**src/rtl/readout_pkg.sv**
```systemverilog
// readout_pkg: shared readout widths, tag layout and the per-lane Gray decode helper.
package readout_pkg;
  localparam int NUM_ADC_BITS = 12;
  localparam int NUM_LANES    = 20;
  localparam int ROW_W        = 9;
  localparam int PHASE_W      = 2;
  localparam int TAG_W        = ROW_W + PHASE_W;
  typedef struct packed {
    logic [ROW_W-1:0]   row;
    logic [PHASE_W-1:0] phase;
  } tag_t;
  function automatic logic [NUM_ADC_BITS-1:0] gray2bin(input logic [NUM_ADC_BITS-1:0] g);
    logic [NUM_ADC_BITS-1:0] b;
    b[NUM_ADC_BITS-1] = g[NUM_ADC_BITS-1];
    for (int i = NUM_ADC_BITS-2; i >= 0; i--) b[i] = b[i+1] ^ g[i];
    return b;
  endfunction
endpackage

```
**src/rtl/deser_out_buf.sv**
```systemverilog
// deser_out_buf: DEPTH-entry valid/ready FIFO; head entry drives o_data.
//   i_clk/i_rst_n  clock, async active-low reset
//   i_push/i_data  write request; accepted when not full or when a pop happens in the same cycle
//   i_pop          consumer handshake (valid && ready)
//   o_data/o_valid head entry and non-empty flag
//   o_full         all DEPTH entries occupied
module deser_out_buf #(
  parameter int DEPTH = 2,
  parameter int W     = 8
) (
  input  logic         i_clk,
  input  logic         i_rst_n,
  input  logic         i_push,
  input  logic [W-1:0] i_data,
  input  logic         i_pop,
  output logic [W-1:0] o_data,
  output logic         o_valid,
  output logic         o_full
);
  localparam int AW = $clog2(DEPTH);
  logic [W-1:0] r_mem [DEPTH];
  logic [AW-1:0] r_rd, r_wr;
  logic [AW:0] r_cnt;
  logic w_pop, w_push;
  assign o_full  = r_cnt == (AW+1)'(DEPTH);
  assign o_valid = r_cnt != '0;
  assign o_data  = r_mem[r_rd];
  assign w_pop   = i_pop && o_valid;
  assign w_push  = i_push && (!o_full || w_pop);
  always_ff @(posedge i_clk or negedge i_rst_n)
    if (!i_rst_n) begin
      for (int i = 0; i < DEPTH; i++) r_mem[i] <= '0;
      r_rd  <= '0;
      r_wr  <= '0;
      r_cnt <= '0;
    end else begin
      if (w_push) r_mem[r_wr] <= i_data;
      r_wr  <= r_wr + AW'(w_push);
      r_rd  <= r_rd + AW'(w_pop);
      r_cnt <= r_cnt + (AW+1)'(w_push) - (AW+1)'(w_pop);
    end
endmodule

```
**src/rtl/adc_serial_deserializer.sv**
```systemverilog
// adc_serial_deserializer: packs serial ADC lane bits into tagged column words and buffers them.
//   TX_CLK/rst_n         clock, async active-low reset
//   re_busy              readout frame active; captures ignored while low
//   ADC_DATA_VALID       bit-valid window; one bit per lane captured on its T_SAMPLE-th cycle
//   ROWADD/PIXLEFTBUCK_SEL/ODDCOL_EN  tag source, latched at bit 0 of each word
//   DATA_IN              one serial bit per lane, MSB first
//   T_SAMPLE             capture cycle within a valid pulse (0 behaves as 1)
//   clr_err              clears sticky errors (a same-cycle error event wins)
//   dout/dout_tag/dout_valid/dout_ready  head of the output FIFO, lane0 in LSBs
//   err_ovf/err_partial/err_short        sticky error flags
// Build option: DESER_GRAY_DECODE_EN converts each lane word Gray->binary on the buffer write path.
module adc_serial_deserializer
  import readout_pkg::*;
#(
  parameter int BUF_DEPTH = 2
) (
  input  logic                              TX_CLK,
  input  logic                              rst_n,
  input  logic                              re_busy,
  input  logic                              ADC_DATA_VALID,
  input  logic [ROW_W-1:0]                  ROWADD,
  input  logic                              PIXLEFTBUCK_SEL,
  input  logic                              ODDCOL_EN,
  input  logic [NUM_LANES-1:0]              DATA_IN,
  input  logic [31:0]                       T_SAMPLE,
  input  logic                              clr_err,
  output logic [NUM_LANES*NUM_ADC_BITS-1:0] dout,
  output logic [TAG_W-1:0]                  dout_tag,
  output logic                              dout_valid,
  input  logic                              dout_ready,
  output logic                              err_ovf,
  output logic                              err_partial,
  output logic                              err_short
);
  localparam int B  = NUM_ADC_BITS;
  localparam int DW = NUM_LANES*B;
  localparam int CW = $clog2(B);
  logic [31:0] r_pc;
  logic [CW-1:0] r_bit_cnt;
  logic [DW-1:0] r_sh;
  tag_t r_tag;
  logic r_vld_d, r_busy_d, r_got;
  logic [DW-1:0] w_sh_nxt, w_word;
  logic [31:0] w_t;
  logic w_cap, w_done, w_short, w_partial, w_ovf, w_full, w_pop;
  assign w_t       = T_SAMPLE == '0 ? 32'd1 : T_SAMPLE;
  assign w_cap     = re_busy && ADC_DATA_VALID && ({1'b0, r_pc} + 33'd1 == {1'b0, w_t});
  assign w_done    = w_cap && r_bit_cnt == CW'(B-1);
  // r_got remembers whether the pulse that just ended produced a capture
  assign w_short   = re_busy && r_vld_d && !ADC_DATA_VALID && !r_got;
  assign w_partial = r_busy_d && !re_busy && r_bit_cnt != '0;
  assign w_pop     = dout_valid && dout_ready;
  assign w_ovf     = w_done && w_full && !w_pop;
  genvar l;
  for (l = 0; l < NUM_LANES; l++) begin : g_lane
    assign w_sh_nxt[l*B +: B] = {r_sh[l*B +: B-1], DATA_IN[l]};
`ifdef DESER_GRAY_DECODE_EN
    assign w_word[l*B +: B] = gray2bin(w_sh_nxt[l*B +: B]);
`else
    assign w_word[l*B +: B] = w_sh_nxt[l*B +: B];
`endif
  end
  always_ff @(posedge TX_CLK or negedge rst_n)
    if (!rst_n) begin
      r_pc        <= '0;
      r_bit_cnt   <= '0;
      r_sh        <= '0;
      r_tag       <= '0;
      r_vld_d     <= 1'b0;
      r_busy_d    <= 1'b0;
      r_got       <= 1'b0;
      err_ovf     <= 1'b0;
      err_partial <= 1'b0;
      err_short   <= 1'b0;
    end else begin
      r_pc        <= (re_busy && ADC_DATA_VALID) ? (r_pc == '1 ? r_pc : r_pc + 32'd1) : '0;
      r_vld_d     <= ADC_DATA_VALID;
      r_busy_d    <= re_busy;
      r_got       <= ADC_DATA_VALID && (r_got || w_cap);
      if (w_cap) r_sh <= w_sh_nxt;
      if (w_cap && r_bit_cnt == '0) r_tag <= {ROWADD, PIXLEFTBUCK_SEL, ODDCOL_EN};
      r_bit_cnt   <= w_partial ? '0 : w_cap ? (w_done ? '0 : r_bit_cnt + CW'(1)) : r_bit_cnt;
      err_ovf     <= w_ovf     ? 1'b1 : clr_err ? 1'b0 : err_ovf;
      err_partial <= w_partial ? 1'b1 : clr_err ? 1'b0 : err_partial;
      err_short   <= w_short   ? 1'b1 : clr_err ? 1'b0 : err_short;
    end
  // The completed word is pushed on the same edge as the final shift, so it appears one cycle after capture.
  deser_out_buf #(.DEPTH(BUF_DEPTH), .W(DW + TAG_W)) u_buf (
    .i_clk   (TX_CLK),
    .i_rst_n (rst_n),
    .i_push  (w_done),
    .i_data  ({w_word, r_tag}),
    .i_pop   (w_pop),
    .o_data  ({dout, dout_tag}),
    .o_valid (dout_valid),
    .o_full  (w_full)
  );
endmodule

```
**config.mk**
```make
export PLATFORM = sky130hd
export DESIGN_NAME = adc_serial_deserializer
export DESIGN_NICKNAME = d
export VERILOG_FILES = /design/src/rtl/readout_pkg.sv /design/src/rtl/deser_out_buf.sv /design/src/rtl/adc_serial_deserializer.sv
export SDC_FILE = /design/constraint.sdc
export NUM_CORES = 1
export LEC_CHECK = 0
export BUFFER_PORTS_ARGS = -buffer_cell sky130_fd_sc_hd__buf_4
export CORE_UTILIZATION = 60
export CTS_CLUSTER_SIZE = 24
export DETAILED_ROUTE_END_ITERATION = 8
export PLACE_DENSITY = 0.78
export SLEW_MARGIN = 20
export SYNTH_ARGS = -nofsm -noshare
export SYNTH_HDL_FRONTEND = slang
export SYNTH_SLANG_ARGS = --single-unit
export TNS_END_PERCENT = 30
```
**constraint.sdc**
```tcl
create_clock -name TX_CLK -period 12.2 [get_ports TX_CLK]
set_input_delay 0.61 -clock TX_CLK [delete_from_list [all_inputs] [get_ports TX_CLK]]
set_output_delay 0.61 -clock TX_CLK [all_outputs]
set_load 0.005 [all_outputs]
```
* After elaboration in Yosys (flattened, before gate mapping) *
Cells that the tools add are included.

word-level totals
  output and inout bits = 255
  logic and storage cells = 80
  register bits = 798
  bits of input ports = 69

operators by class
  bitwise operators = 2
  order comparisons = 3
  add/subtract/negate cells = 7
  mux-type cells = 16
  reduce and logical (&&, ||, !) cells = 31
  equality and inequality tests = 5

operator list
  cell                                                             number
  251-bit 2-to-1 mux                                               4
  502-bit bitwise mux                                              1
  251-bit demux with 1-bit select                                  1
  32-bit 2-to-1 mux                                                3
  32-bit by 1-bit adder with 33-bit output, second input constant  1
  33-bit by 32-bit == test with 1-bit output                       1
  32-bit by 1-bit adder with 32-bit output, second input constant  1
  32-bit == test, second input constant                            1
  32-bit zero test                                                 1
  1-bit logical AND                                                16
  4-bit 2-to-1 mux                                                 3
  2-bit nonzero test                                               5
  1-bit zero test                                                  5
  4-bit by 1-bit adder with 4-bit output, second input constant    1
  4-bit == test, second input constant                             1
  2-bit greater-or-equal comparator, second input constant         2
  4-bit zero test                                                  1
  1-bit 2-to-1 mux                                                 4
  1-bit inverter with 2-bit output                                 2
  4-bit nonzero test                                               1
  1-bit adder                                                      2
  2-bit by 1-bit adder with 2-bit output                           1
  2-bit == test, second input constant                             1
  1-bit logical OR                                                 2
  other kinds (3)                                                  3

* Logic depth before layout (Yosys ltp) *
Gate-level depths: netlist of run 1.

  depth in word-level cells = 8
  depth in mapped cells = 17
  mapped depth without buffers = 13

* Hierarchy *
Synthesis of run 1 repeated with hierarchy kept, for this count alone.

unflattened totals
  cell total of the unflattened synthesis = 2273
  area total of the unflattened synthesis = 34391.7 um^2

modules (own cells, without submodules)
  module                   instances  seq. area each (um^2)  area an instance (um^2)  cells an instance
  deser_out_buf            1          12662.1                22161.3                  1363
  adc_serial_deserializer  1          6831.6                 12230.5                  910

* Least setup slack after synthesis of run 1 *
Ideal clock, no wire load.

  path type = register to register
  start point = register r_pc[1]
  end point = register u_buf.r_mem[167] (netlist bit)
  setup time = 0.125 ns
  path buffers = 3
  required time = 12.075 ns
  slack = 8.080 ns
  cell stages (with the launch flop) = 16
  period minus slack after synthesis = 4.120 ns
  data arrival time = 3.995 ns
  cell sequence = dfrtp_1 > ha_1 > nand3_1 > nor4_2 > nand2_1 > mux2i_1 > a2111oi_1 > nand4_1 > nor4_1 > nand2_1 > nor2_1 > ha_1 > clkbuf_1 > clkbuf_1 > clkbuf_1 > mux2_2

on the way
  word-level cells in the longest chain between the ends = 5

RTL lines
  item                                        RTL line                       RTL
  start, declared                             adc_serial_deserializer.sv:38  logic [31:0] r_pc;
  start signal, assigned                      adc_serial_deserializer.sv:76  r_pc <= (re_busy && ADC_DATA_VALID) ? (r_pc == '1 ? r_pc : r_pc + 32'd1) : '0;
  32-bit by 1-bit adder with 33-bit output    adc_serial_deserializer.sv:47  assign w_cap = re_busy && ADC_DATA_VALID && ({1'b0, r_pc} + 33'd1 == {1'b0, w_t});
  33-bit by 32-bit == test with 1-bit output  adc_serial_deserializer.sv:47
  1-bit logical AND                           adc_serial_deserializer.sv:47
  1-bit logical AND                           adc_serial_deserializer.sv:48  assign w_done = w_cap && r_bit_cnt == CW'(B-1);
  1-bit logical AND                           deser_out_buf.sv:29            assign w_push = i_push && (!o_full || w_pop);
  end signal, assigned by index               deser_out_buf.sv:37            if (w_push) r_mem[r_wr] <= i_data;
  end, declared                               deser_out_buf.sv:21            logic [W-1:0] r_mem [DEPTH];

No other way between the ends.
A chain may end at the register's enable or synchronous reset.

* Worst setup path in the final report of run 1 *
  start point = register r_pc[0]
  end point = register u_buf.r_mem[98] (netlist bit)

The elaborated chain is that of the path after synthesis.

==> results of run 1 <==
==> worst paths after layout <==
kind	slack [ns]	startpoint	end	cells after the start
min in group TX_CLK	0.14	ADC_DATA_VALID	r_vld_d	1
setup / recovery	5.91	r_pc[0]	u_buf.r_mem[98]	15
hold reg to reg	0.50	r_sh[166]	r_sh[166]	1
hold / removal	0.04	rst_n	u_buf.r_mem[142]	1
max in group asynchronous	9.85	rst_n	u_buf.r_mem[27]	3
setup reg to reg	5.91	r_pc[0]	u_buf.r_mem[98]	15
==> per-stage QoR <==
step | total power, mW | util | hold WS, ns | worst slack (ns)
5_1_grt | 5.64 | 0.710 | 0.0601 | 5.57
2_1_floorplan | 2.92 | - | 0.314 | 8.08
3_5_place_dp | 3.08 | 0.661 | 0.490 | 6.02
4_1_cts | 5.51 | 0.709 | 0.0433 | 5.99
6_report | 5.45 | 0.710 | 0.0407 | 5.91
3_3_place_gp | 3.08 | 0.661 | 0.472 | 6.01
==> worst register-to-register path, delay by kind of cell (launching register included) <==
kind	cells	cell delay, ns
AOI/OAI and AO/OA	1	0.63
adders and majority gates	2	0.96
buffers and inverters	3	1.66
DFF	1	0.48
muxes	1	0.48
and+or+nand+nor	8	1.96
==> cells in the final DEF, fill, tap and decap left out, types with 4 or more instances in the layout <==
master,count
and2_1,5
clkbuf_1,16
nor4_1,13
buf_12,4
and3_1,6
clkinv_2,11
xor2_1,17
inv_1,19
nor2b_1,8
clkbuf_8,20
a21oi_1,35
nand3_1,21
nand4_1,19
ha_1,5
xnor2_1,36
nand2b_1,5
nor2_1,20
mux2i_1,8
nor3_1,11
dfrtp_1,778
mux2_1,131
nor4_2,4
o21ai_0,10
buf_4,337
mux2_2,853
clkbuf_16,84
a31oi_1,5
nand2_1,23
==> state kept, by name, summed over array words and instances, names as in the netlist <==
register	cells
r_sh	220
u_buf.r_rd	1
u_buf.r_cnt	2
u_buf.r_wr	1
r_bit_cnt	4
err_short	1
err_partial	1
u_buf.r_mem	502
err_ovf	1
r_vld_d	1
r_busy_d	1
r_pc	32
r_tag	11
r_got	1
==> metal layers <==
metal,vias up,part of all wire,track usage,wire length (microns)
li1,8587,-,-,-
met1,10000,0.43,0.343,30200
met2,370,0.49,0.413,34700
met3,107,0.055,0.0606,3910
met4,0,0.024,0.0755,1710
met5,-,0,0,0
==> cell type report <==
type / count / area, sq um / share of cell area
Sequential cell: 779 / 19500 / 0.500
Timing Repair Buffer: 343 / 2640 / 0.0676
Clock inverter: 19 / 198 / 0.00507
Multi-Input combinational cell: 1296 / 13200 / 0.339
Tap cell: 748 / 936 / 0.0240
Inverter: 19 / 71.3 / 0.00183
Clock buffer: 120 / 2440 / 0.0625
==> cells by family (layout without fill, tap and decap cells) <==
logic type,Yosys count,in the layout,synth area share
flops,779,779,0.585
mux,992,992,0.335
buf+inv,148,501,0.0195
xor+xnor,53,53,0.0139
simple gates,161,161,0.0287
fa+ha+maj,7,7,0.00263
compound gates,83,83,0.0161
==> power by group through the flow <==
stage	clock network, mW	registers, mW	logic [mW]
finish	2.42	2.65	0.376
floorplan	0	2.64	0.283
global route	2.58	2.65	0.402
detailed placement	0	2.69	0.381
global placement	0	2.70	0.381
CTS	2.48	2.65	0.382
==> flow_metrics.tcl, run 1 <==
set metrics [dict create \
    outcome "completed" \
    synth.largest_area_cell "dfrtp_1" \
    cts_made_buffers 79 \
    synth_flop_cell "dfrtp_1" \
    cap_violations 0 \
    nFillCells 3665 \
    drc 0 \
    drt_iter0_markers 1116 \
    crit_chain "ha_1, nand3_1, nor4_2, buf_4, and3_1, and2_1, a2111oi_0, nand3b_1, nor4_1, nand2_1, nor2_1, ha_4, buf_4, buf_4, mux2_2" \
    wire_per_inst_microns 21.2 \
    clock_latency_ns 0.62 \
    track_usage 0.255 \
    period_share 0.515 \
    finalSetupTns_ns 0 \
    cp_max_fo 55 \
    routed_wl_microns 70500 \
    drive_above_1_share 0.519 \
    areaGrowthSynthToFinish_pct 17.0 \
    die-area_sq_um 56500 \
    fmax_mhz 159 \
    hold_class "primary input to asynchronous set/reset pin" \
    skew_ns 0.0162 \
    cts_resized 0 \
    fin_crit_ns 6.29 \
    ys.warnings.count 0 \
    grt_pass1_wl_microns 114000 \
    syn_nets 2299 \
    grt_pass1_vias 20400 \
    ys_seq_area_frac 0.585 \
    rows 86 \
    hold_viol 0 \
    ir_worst_vdd_mv 0.140 \
    yosysTopAreaCellShare 0.585 \
    drt_pass1_iterations 5 \
    cts_sinks 779 \
    synth.top_cells.by_area "dfrtp_1, mux2_2, mux2_1, clkbuf_1, xnor2_1" \
    synth.most_common_cell "mux2_2" \
    port_buffers 323 \
    post_drt_via_cell_ratio 5.74 \
    globalRouteOverflowTotal 0 \
    relSlewSlack 0.229 \
    synth_async_sr_flop_share 1.00 \
    crit_top_cell "buf_4" \
    start_util 0.607 \
    die_w_microns 238 \
    cts_setup_buffers 0 \
    p_sw_mw 1.25 \
    critical_path_class "flip-flop to flip-flop" \
    grt_setup_unrepaired "false" \
    cts-root-buf "clkbuf_16" \
    h-tree-depth 3 \
    worst_ep_required_time_ns 12.68 \
    synth_cell_types 60 \
    path_clk_slew_ns 0.06 \
    syn_area_sq_um 33400 \
    slowest_delay_ns 0.75 \
    nets 2594 \
    ys_seq_elements 779 \
    leakage_nw 20.0 \
    cts_tree "yes" \
    place_area_sq_um 36400 \
    io-pin-count 324 \
    p_seq_frac 0.486 \
    power.density_nw_per_um2 140 \
    worst_pin_slew_ns 1.16 \
    antenna_found_initial 0 \
    stdcell_count 3324 \
    p_int_mw 4.20 \
    place_hpwl_microns 44500 \
    synth.avg_cell_area_sq_um 15.0 \
    final_antenna_net_count 0 \
    cp.arrival_ns 6.77 \
    insertedDiodeCount 0 \
    clock_path_buffers 3 \
    placed_cells 3185 \
    design_area_sq_um 39000 \
    clkPwrFrac 0.445 \
    worstSetupEndpointType "flip-flop" \
    synth_edf_count 0 \
    final_max_slew_viol_count 0 \
    p_comb_frac 0.069 \
    worstSetupStartpointType "flip-flop" \
    switching_share 0.229 \
    vias 19100 \
    holdBufCountCts 0 \
    syn_inst 2223 \
    final-setup-viol-count 0 \
    die_y_microns 238 \
    grt_max_degree 181 \
    worst-path-buf-inv 3 \
    gp_congestion 0.867 \
    coreArea_sq_um 55000 \
    crit_slowest_cell "buf_4" \
    ys_top_cells_by_count "mux2_2, dfrtp_1, mux2_1" \
    cpLargestDelayFamily "simple AND/OR/NAND/NOR gates" \
]
Note: power is estimated with default switching activity, not from simulation.
==> inputs of run 2 (changes only) <==
Settings changed: CORE_UTILIZATION 60 to 54, PLACE_DENSITY 0.78 to 0.74.
Clock period 12.2 ns to 5.2 ns, I/O delays scaled along.
==> flow_metrics.tcl, run 2 (same netlist as run 1, synthesis figures left out) <==
set metrics [dict create \
    outcome "completed" \
    die-area_sq_um 62800 \
    crit_slowest_cell "a2111oi_1" \
    p_comb_frac 0.073 \
    fin_ws_ns 0.437 \
    r2r_setup_slack_ns 0.44 \
    ir_worst_vdd_mv 0.268 \
    wire_per_inst_microns 20.8 \
    post_drt_via_cell_ratio 5.62 \
    port_buffers 323 \
    p_seq_frac 0.477 \
    hold_class "primary input to asynchronous set/reset pin" \
    clkPwrFrac 0.450 \
    final_max_slew_viol_count 0 \
    r2r_end "u_buf.r_mem[162]" \
    period_share 0.916 \
    cts-root-buf "clkbuf_16" \
    drt_pass1_iterations 6 \
    nets 2650 \
    fin_crit_ns 4.76 \
    cap_violations 0 \
    place_hpwl_microns 45700 \
    grt_pass1_wl_microns 115000 \
    drt_iter0_markers 914 \
    antenna_found_initial 1 \
    critical_path_class "flip-flop to flip-flop" \
    drc 0 \
    cts_tree "yes" \
    switching_share 0.228 \
    rows 90 \
    p_int_mw 10.0 \
    globalRouteOverflowTotal 0 \
    worstSetupEndpointType "flip-flop" \
    cts_made_buffers 79 \
    path_clk_slew_ns 0.06 \
    fmax_mhz 210 \
    grt_setup_unrepaired "false" \
    coreArea_sq_um 60700 \
    hold_viol 0 \
    gp_congestion 0.844 \
    die_w_microns 251 \
    final_antenna_net_count 0 \
    dp_worst_setup_slack_ns 0.144 \
    worstSetupStartpointType "flip-flop" \
    io-pin-count 324 \
    cp_max_fo 32 \
    power.density_nw_per_um2 326 \
    grt_max_degree 148 \
    r2r-start "r_pc[0]" \
    worst_pin_slew_ns 1.11 \
    track_usage 0.231 \
    endpoint "u_buf.r_mem[162]" \
    largest_reg_flops 502 \
    finalSetupTns_ns 0 \
    worst_ep_required_time_ns 5.68 \
    drive_above_1_share 0.516 \
    skew_ns 0.0206 \
    critPathLaunch "r_pc[0]" \
    mostFrequentLayoutCells "mux2_2, dfrtp_1, buf_4, mux2_1, clkbuf_16" \
    vias 19200 \
    cp.arrival_ns 5.24 \
    slowest_delay_ns 0.59 \
    p_sw_mw 2.96 \
    clock_path_buffers 3 \
    leakage_nw 20.4 \
    grt_pass1_vias 20800 \
    final_common_cell "mux2_2" \
    die_y_microns 251 \
    areaGrowthSynthToFinish_pct 19.6 \
    top_register "u_buf.r_mem" \
    r2r_cells 14 \
    clock_latency_ns 0.61 \
    start_util 0.549 \
    cts_sinks 779 \
    crit_chain "ha_1, nand3_1, nor4_4, nand2_1, mux2i_1, a2111oi_1, nand4_1, nor4_1, nand2_1, nor2_1, ha_4, buf_12, buf_12, mux2_2" \
    reg.largest.list "u_buf.r_mem x502, r_sh x220, r_pc x32" \
    utilization 0.657 \
    routed_wl_microns 71200 \
    h-tree-depth 3 \
    final-setup-viol-count 0 \
    relSlewSlack 0.261 \
]
[run 2: changes by cell type in the layout (fill, tap and decap cells not counted), sizes merged]
cell and change:
buf +19, bufinv +5, clkbuf -7, clkinv +3, clkinvlp -1, diode +1, dlygate4sd3 +37
[run 2: layout make-up]
class                   instances  area, sq um
diodes                          1         2.50
clock buffers                 113         2340
clock inverters                26          353
fillers                      4308        20800
inverters                      19         71.3
multi-input cells            1296        13200
flip-flops and latches        779        19500
well taps                     782          978
repair buffers                399         3410
[run 2: worst max-delay path, delay by kind of cell, from the launching register on]
kind / cells / cell delay [ns]
muxes: 2 / 0.52
buffers and inverters: 2 / 0.49
and+or+nand+nor: 7 / 1.98
adders and majority gates: 2 / 0.50
DFF: 1 / 0.48
AOI/OAI and AO/OA: 1 / 0.59
[run 2: timing repair]
action                                 CTS  global route
setup endpoints to repair                0           490
hold buffers                            37             0
setup buffers                            0             1
endpoints found under the hold margin  159             0
resized for setup                        0             1
[run 2: power by group through the flow]
stage | logic, mW | registers, mW | clock network [mW]
floorplan | 0.663 | 6.20 | 0
global placement | 0.938 | 6.31 | 0
detailed placement | 0.944 | 6.31 | 0
CTS | 0.967 | 6.20 | 5.98
global route | 1.02 | 6.20 | 6.21
finish | 0.947 | 6.20 | 5.84
[run 2: worst min path at each step]
| stage | endpoint | from | depth (start not counted) |
|---|---|---|---|
| floorplan | err_ovf | rst_n | 0 |
| global placement | u_buf.r_mem[216] | rst_n | 1 |
| detailed placement | u_buf.r_mem[467] | rst_n | 1 |
| CTS | r_sh[204] | rst_n | 2 |
| global route | u_buf.r_mem[466] | rst_n | 2 |
| finish | u_buf.r_mem[466] | rst_n | 2 |
[run 2: layer usage]
metal / routed length, microns / share of wire / up-vias / GRT usage
met2: 34200 / 0.48 / 349 / 0.373
met4: 1960 / 0.028 / 0 / 0.0755
met3: 3870 / 0.054 / 127 / 0.0566
met5: 0 / 0 / - / 0
li1: - / - / 8690 / -
met1: 31200 / 0.44 / 10000 / 0.308
[run 2: stage by stage]
step           total power, mW  area [sq um]  instances  hold WS (ns)
2_1_floorplan             6.86         33400       2223       -0.0356
3_3_place_gp              7.25         36800       3237         0.328
3_5_place_dp              7.26         36800       3237         0.319
4_1_cts                   13.1         39900       3413         0.263
5_1_grt                   13.4         39900       3414         0.299
6_report                  13.0         39900       3415         0.231
==> inputs of run 3 (changes only) <==
Settings changed: CORE_MARGIN from default to 2.
==> flow_metrics.tcl, run 3 (same netlist as run 1, synthesis figures left out) <==
set metrics [dict create \
    outcome "completed" \
    track_usage 0.222 \
    nets 2654 \
    cts_setup_buffers 0 \
    h-tree-depth 3 \
    routed_wl_microns 70200 \
    gp_congestion 0.862 \
    stdcell_count 3432 \
    cap_violations 0 \
    clock_path_buffers 3 \
    largest_reg_flops 502 \
    skew_ns 0.0206 \
    hold_class "primary input to asynchronous set/reset pin" \
    worstSetupEndpointType "flip-flop" \
    wire_per_inst_microns 20.5 \
    critical_path_class "flip-flop to flip-flop" \
    die_w_microns 253 \
    critPathLaunch "r_pc[0]" \
    clock_latency_ns 0.62 \
    endpoint "u_buf.r_mem[285]" \
    antenna_found_initial 1 \
    finalSetupTns_ns 0 \
    grt_max_degree 163 \
    leakage_nw 20.4 \
    worstSetupStartpointType "flip-flop" \
    drt_pass1_iterations 7 \
    r2r_end "u_buf.r_mem[285]" \
    globalRouteOverflowTotal 0 \
    start_util 0.543 \
    vias 19200 \
    final_common_cell "mux2_2" \
    r2r_cells 13 \
    final-setup-viol-count 0 \
    port_buffers 323 \
    r2r_setup_slack_ns 0.56 \
    worst_pin_slew_ns 1.09 \
    die-area_sq_um 63800 \
    hold_viol 0 \
    total_power_mw 13.1 \
    fin_ws_ns 0.559 \
    rows 91 \
    final_max_slew_viol_count 0 \
    grt_setup_unrepaired "false" \
    fin_crit_ns 4.64 \
    cts_made_buffers 81 \
    place_hpwl_microns 44800 \
    ir_worst_vdd_mv 0.325 \
    dp_worst_setup_slack_ns 0.377 \
    top_register "u_buf.r_mem" \
    coreArea_sq_um 61400 \
    areaGrowthSynthToFinish_pct 19.7 \
    post_drt_via_cell_ratio 5.61 \
    reg.largest.list "u_buf.r_mem x502, r_sh x220, r_pc x32" \
    relSlewSlack 0.270 \
    cp.arrival_ns 5.15 \
    drive_above_1_share 0.517 \
    cts-root-buf "clkbuf_16" \
    grt_pass1_vias 20600 \
    drc 0 \
    cp_max_fo 31 \
    placed_cells 3248 \
    die_y_microns 253 \
    worst_ep_required_time_ns 5.71 \
    path_clk_slew_ns 0.06 \
    fmax_mhz 215 \
    final_antenna_net_count 0 \
    mostFrequentLayoutCells "mux2_2, dfrtp_1, buf_4, mux2_1, clkbuf_16" \
    period_share 0.892 \
    grt_pass1_wl_microns 113000 \
    cts_tree "yes" \
    r2r-start "r_pc[0]" \
    worst_hold_slack_ns 0.243 \
    power.density_nw_per_um2 327 \
    io-pin-count 324 \
    drt_iter0_markers 834 \
    cts_sinks 779 \
]
[run 3: cell types whose count changed in the layout (fill, tap and decap cells not counted)]
cell | previous run | this run
bufinv_16 | 8 | 6
buf_12 | 25 | 19
clkinv_4 | 0 | 1
clkinv_2 | 15 | 7
buf_4 | 336 | 344
clkinv_8 | 0 | 3
clkbuf_1 | 15 | 16
clkbuf_16 | 83 | 82
inv_6 | 2 | 1
clkinvlp_4 | 0 | 4
clkbuf_8 | 15 | 25
[run 3: layout make-up]
class                   instances  area [sq um]
repair buffers                401          3350
well taps                     790           988
inverters                      19          71.3
clock inverters                23           332
fillers                      4387         21400
flip-flops and latches        779         19500
clock buffers                 123          2460
diodes                          1          2.50
multi-input cells            1296         13200
[run 3: how the worst min path moves through the flow]
stage          slack [ns]  cells past startpoint  start                to
6_report             0.24                      2  rst_n  u_buf.r_mem[390]
3_5_place_dp         0.34                      1  rst_n  u_buf.r_mem[139]
2_1_floorplan       -0.04                      0  rst_n           err_ovf
4_1_cts              0.26                      2  rst_n  u_buf.r_mem[390]
5_1_grt              0.30                      2  rst_n  u_buf.r_mem[390]
3_3_place_gp         0.33                      1  rst_n  u_buf.r_mem[142]
[run 3: per-stage QoR]
step / cell area (sq um) / utilization
6_report: 39900 / 0.651
5_1_grt: 39900 / 0.651
4_1_cts: 39900 / 0.651
3_3_place_gp: 36800 / 0.599
3_5_place_dp: 36800 / 0.599
2_1_floorplan: 33400 / -
[run 3: critical path, cell delays in order (launching register included)]
cell       delay (ns)
dfrtp_1          0.49
nand4_2          0.38
o21ai_0          0.39
xor2_1           0.17
o21ai_0          0.09
a2111oi_0        0.68
nand3b_1         0.17
nor4_1           0.48
nand2_1          0.09
nor2_1           0.37
ha_4             0.24
buf_12           0.22
buf_4            0.35
mux2_2           0.38
[run 3: where the power goes]
| part | switching [mW] | internal (mW) | leakage [nW] |
|---|---|---|---|
| Combinational | 0.521 | 0.420 | 8.19 |
| Clock | 2.36 | 3.57 | 1.36 |
| Sequential | 0.121 | 6.08 | 10.9 |
| Total | 3.00 | 10.1 | 20.4 |
[run 3: what timing repair did]
item | 4_1_cts | 5_1_grt
resized for setup | 0 | 1
hold buffers | 37 | 0
setup endpoints to repair | 0 | 307
endpoints found under the hold margin | 162 | 0
[run 3: metal layers]
layer  global-route usage  vias to the layer above  part of all wire  wire [microns]
li1                     -                     8730                 -               -
met2                0.365                      371              0.49           34200
met3               0.0576                      119             0.055            3870
met1                0.291                    10000              0.43           30300
met4               0.0649                        0             0.026            1820
met5                    0                        -                 0               0
